--- src/rtl/bcd_to_binary.sv ---
// Three-digit BCD to 10-bit binary converter using reverse double-dabble,
// one right shift per cycle, with a start/busy/done handshake.
module bcd_to_binary (
  input  logic       clk,
  input  logic       reset,
  input  logic       start,
  input  logic [3:0] hundreds,
  input  logic [3:0] tens,
  input  logic [3:0] ones,
  output logic [9:0] binary,
  output logic       busy,
  output logic       done,
  output logic       error,
  output logic [1:0] state_dbg
);

  // Handshake: start is sampled only in IDLE; the accepting edge captures the
  // digits. busy is high for the 10 SHIFT cycles, and done pulses for exactly
  // one cycle with binary/error already holding the new result. A start seen
  // in SHIFT or DONE is dropped, not queued.
  typedef enum logic [1:0] {
    IDLE  = 2'd0,
    SHIFT = 2'd1,
    DONE  = 2'd2
  } state_t;

  state_t      state, state_nxt;
  logic [21:0] work, work_nxt;
  logic [3:0]  cnt, cnt_nxt;
  logic [9:0]  binary_nxt;
  logic        error_nxt;
  logic [21:0] shifted, corrected;
  logic        bad_digit;

  assign state_dbg = state;

  // Work register is {bcd[11:0], bin[9:0]}; after each right shift any BCD
  // digit >= 8 gets 3 removed, undoing the decimal weight of the shifted bit.
  always_comb begin
    bad_digit = (hundreds > 4'd9) || (tens > 4'd9) || (ones > 4'd9);
    shifted   = work >> 1;
    corrected = shifted;
    for (int d = 0; d < 3; d++) begin
      if (shifted[10 + 4*d +: 4] >= 4'd8)
        corrected[10 + 4*d +: 4] = shifted[10 + 4*d +: 4] - 4'd3;
    end
  end

  always_comb begin
    state_nxt  = state;
    work_nxt   = work;
    cnt_nxt    = cnt;
    binary_nxt = binary;
    error_nxt  = error;
    busy       = 1'b0;
    done       = 1'b0;
    case (state)
      IDLE: begin
        if (start) begin
          work_nxt = {hundreds, tens, ones, 10'd0};
          cnt_nxt  = 4'd0;
          if (bad_digit) begin
            state_nxt = DONE;
            error_nxt = 1'b1;
          end else begin
            state_nxt = SHIFT;
          end
        end
      end
      SHIFT: begin
        busy     = 1'b1;
        work_nxt = corrected;
        cnt_nxt  = cnt + 4'd1;
        // Result is published on the edge into DONE so it is valid alongside done.
        if (cnt == 4'd9) begin
          state_nxt  = DONE;
          binary_nxt = corrected[9:0];
          error_nxt  = 1'b0;
        end
      end
      DONE: begin
        done      = 1'b1;
        state_nxt = IDLE;
      end
      default: state_nxt = IDLE;
    endcase
  end

  always_ff @(posedge clk) begin
    if (reset) begin
      state  <= IDLE;
      work   <= 22'd0;
      cnt    <= 4'd0;
      binary <= 10'd0;
      error  <= 1'b0;
    end else begin
      state  <= state_nxt;
      work   <= work_nxt;
      cnt    <= cnt_nxt;
      binary <= binary_nxt;
      error  <= error_nxt;
    end
  end

endmodule

--- config.mk ---
export PLATFORM = sky130hd
export DESIGN_NAME = bcd_to_binary
export DESIGN_NICKNAME = d
export VERILOG_FILES = /design/src/rtl/bcd_to_binary.sv
export SDC_FILE = /design/constraint.sdc
export NUM_CORES = 1
export LEC_CHECK = 0
export CAP_MARGIN = 20
export CORE_MARGIN = 2
export CORE_UTILIZATION = 40
export CTS_BUF_LIST = sky130_fd_sc_hd__clkbuf_16
export CTS_CLUSTER_SIZE = 28
export DETAILED_ROUTE_END_ITERATION = 8
export PLACE_DENSITY_LB_ADDON = 0.05
export SYNTH_ARGS = -nofsm -noshare
export SYNTH_HDL_FRONTEND = slang
export SYNTH_SLANG_ARGS = --single-unit
export TNS_END_PERCENT = 10
--- constraint.sdc ---
create_clock -name clk -period 1.6 [get_ports clk]
set_input_delay 0.32 -clock clk [delete_from_list [all_inputs] [get_ports clk]]
set_output_delay 0.32 -clock clk [all_outputs]
set_load 0.05 [all_outputs]
==> results.tsv <==
metric	value	unit
number of enable-type register cells in the synthesized netlist	0	
Clock Tree Root	sky130_fd_sc_hd__clkbuf_16	
share of the yosys chip area belonging to registers	0.424	
maximum clock path buffer count	2	
Hold WC Path Type	register to register	
post-cts sizing count	1	
number of hold violations in the final report	0	
Async S/R FF share, synth	0	
Remaining Overflow, GRT	0	
PnR worst setup slack	0.0831	ns
transition at the pin with the smallest max-transition slack	0.402	ns
worst vdd ir	795	uV
flip-flop and latch count after synthesis	38	
multi-input gate area in the final layout	892	sq um
vertical extent of the die	71.0	microns
most common library cell in the layout ignoring fill and taps	sky130_fd_sc_hd__dfxtp_1	
minimum clock period	1.52	ns
clock slew seen by the registers of the worst setup and hold paths	0.06	ns
routed length per placed instance	15.0	microns
Pre-antenna DRT Iters	4	
via count of the first global-routing pass	1537	
Placeable Area	0.00432	sq mm
post-CTS repair timing setup buffer count	0	
FILL cells	423	
All-Layer GR Usage	0.182	
DRC	0	
worst relative slew slack	0.731	
distinct cell type count after synthesis	42	
vias per std cell	5.52	
via count	1573	
Ports	30	
pre-CTS WS	-0.166	ns
insertion delay to the later sink of the worst-skew pair	0.28	ns
# hold bufs at CTS	0	
clock tree from TritonCTS	done	
Die X-Extent	71.0	microns
nets in the synthesized netlist	220	
post-detailed-placement half-perimeter wirelength	2.97	mm
buffers added on ports	29	
largest net degree at the start of global routing	25	
sequential cell area	766	sq um
Avg Inst Size Synth	9.02	sq um
result of the run	finished, final reports clean	
most frequent cells in the layout	36 x sky130_fd_sc_hd__dfxtp_1, 21 x sky130_fd_sc_hd__buf_4, 19 x sky130_fd_sc_hd__nor2_1	
number of cell rows	24	
leakage power total	0.908	nW
Max H-tree Level	2	
highest net fanout along the worst path	17	
peak clock frequency supported by timing	0.659	GHz
setup total negative slack	0	ns
startpoint type of the worst setup path	register	
Setup CP Type	register to output port	
post-detailed-routing wire length	4.26	mm
cell area after synthesis	0.00180	sq mm
DRC violation total after the first TritonRoute iteration	63	
top_reg_cell synth	sky130_fd_sc_hd__dfxtp_1	
post-route antenna net violation count	0	
wire length of the first global-routing pass	7.22	mm
endpoint class of the critical path	output port	
data arrival at the endpoint of the critical path	1.20	ns
fraction of final layout cells with drive strength greater than 1	0.197	
antenna violations before repair	0	
area growth from synthesis to layout	31.1	%
cell count after synthesis	199	
CP Data Required Time	1.28	ns
number of sinks driven by the clock tree	38	
Pwr per Cell Area	1060	mW/mm^2
Die Outline Area	0.00504	sq mm
max-cap violation count	0	
setup repair after global routing missed its margin	false	
clock buffer count from CTS	5	
part of the cycle the worst path needs	0.948	
final worst clock skew	0.00451	ns
Starting Density	0.415	
Antenna diodes	0	
nets	253	
utilization of the core after routing	0.545	
Syn. warnings	0	
placer congestion estimate	0.800	
Final Setup Violations	0	
Final Max Slew Viols	0	
## report_power, final
| part | switching (mW) | internal [mW] |
|---|---|---|
| Sequential | 0.0440 | 0.985 |
| Clock | 0.388 | 0.734 |
| Combinational | 0.183 | 0.172 |
## cell usage after synthesis, types with 3 or more instances
cell type,instances,area (sq um)
sky130_fd_sc_hd__buf_6,3,33.8
sky130_fd_sc_hd__xnor2_1,4,35.0
sky130_fd_sc_hd__ha_1,6,75.1
sky130_fd_sc_hd__clkbuf_1,4,15.0
sky130_fd_sc_hd__nand2_1,11,41.3
sky130_fd_sc_hd__inv_1,7,26.3
sky130_fd_sc_hd__a22oi_1,10,75.1
sky130_fd_sc_hd__nor2_1,20,75.1
sky130_fd_sc_hd__nand3_1,15,75.1
sky130_fd_sc_hd__dfxtp_1,38,761
sky130_fd_sc_hd__buf_2,5,25.0
sky130_fd_sc_hd__a21oi_1,18,90.1
sky130_fd_sc_hd__o21ai_0,16,80.1
## per-layer routing
layer | GRT usage | vias to the layer above | part of all wire
met5 | 0 | - | 0
met4 | 0.0440 | 0 | 0.0075
met3 | 0.0627 | 4 | 0.054
met2 | 0.312 | 30 | 0.49
met1 | 0.220 | 754 | 0.45
li1 | - | 785 | -
## cells by family after synthesis
kind of cell / share of synthesized area
AND/OR/NAND/NOR: 0.164
flip-flops: 0.424
XOR/XNOR: 0.0195
multiplexers: 0.0167
AO/OA/AOI/OAI: 0.253
adder cells (fa/ha/maj): 0.0418
buffers and inverters: 0.0808
## worst max-delay path, stage by stage (launching register included)
cell	delay [ns]
sky130_fd_sc_hd__dfxtp_4	0.44
sky130_fd_sc_hd__nand2b_4	0.16
sky130_fd_sc_hd__inv_8	0.16
sky130_fd_sc_hd__buf_12	0.15
## per-stage QoR
stage	cell area [sq um]	total power [mW]	hold WS, ns	std cells
6_report	2350	2.51	0.476	285
5_1_grt	2350	2.62	0.503	285
4_1_cts	2350	2.54	0.480	285
3_5_place_dp	2180	1.41	0.470	277
3_3_place_gp	2180	1.40	0.464	277
2_1_floorplan	1800	1.27	0.422	199
## area by class of cell
class                      count  area share
timing repair buffer          41       0.179
tap                           52      0.0276
clock inverter                 3      0.0191
sequential                    38       0.325
multi-input combinational    137       0.379
clock buffer                   5      0.0531
inverter                       9      0.0175
## registers in the layout, indices dropped and copies added (netlist names)
name and cells:
state_dbg 2, binary 10, cnt 4, error 1, work 21
## path summary, 6_finish.rpt
path                                   from                      to  slack, ns  cells after the start
setup / recovery  state_dbg[0]$_SDFFE_PP0P_                    busy       0.08                      3
hold / removal        work[19]$_SDFFE_PP0P_   work[18]$_SDFFE_PP0P_       0.48                      2
setup reg to reg        cnt[0]$_SDFFE_PP0P_  binary[2]$_SDFFE_PP0P_       0.20                      4
hold reg to reg       work[19]$_SDFFE_PP0P_   work[18]$_SDFFE_PP0P_       0.48                      2
Power figures use the tool's default switching activity.
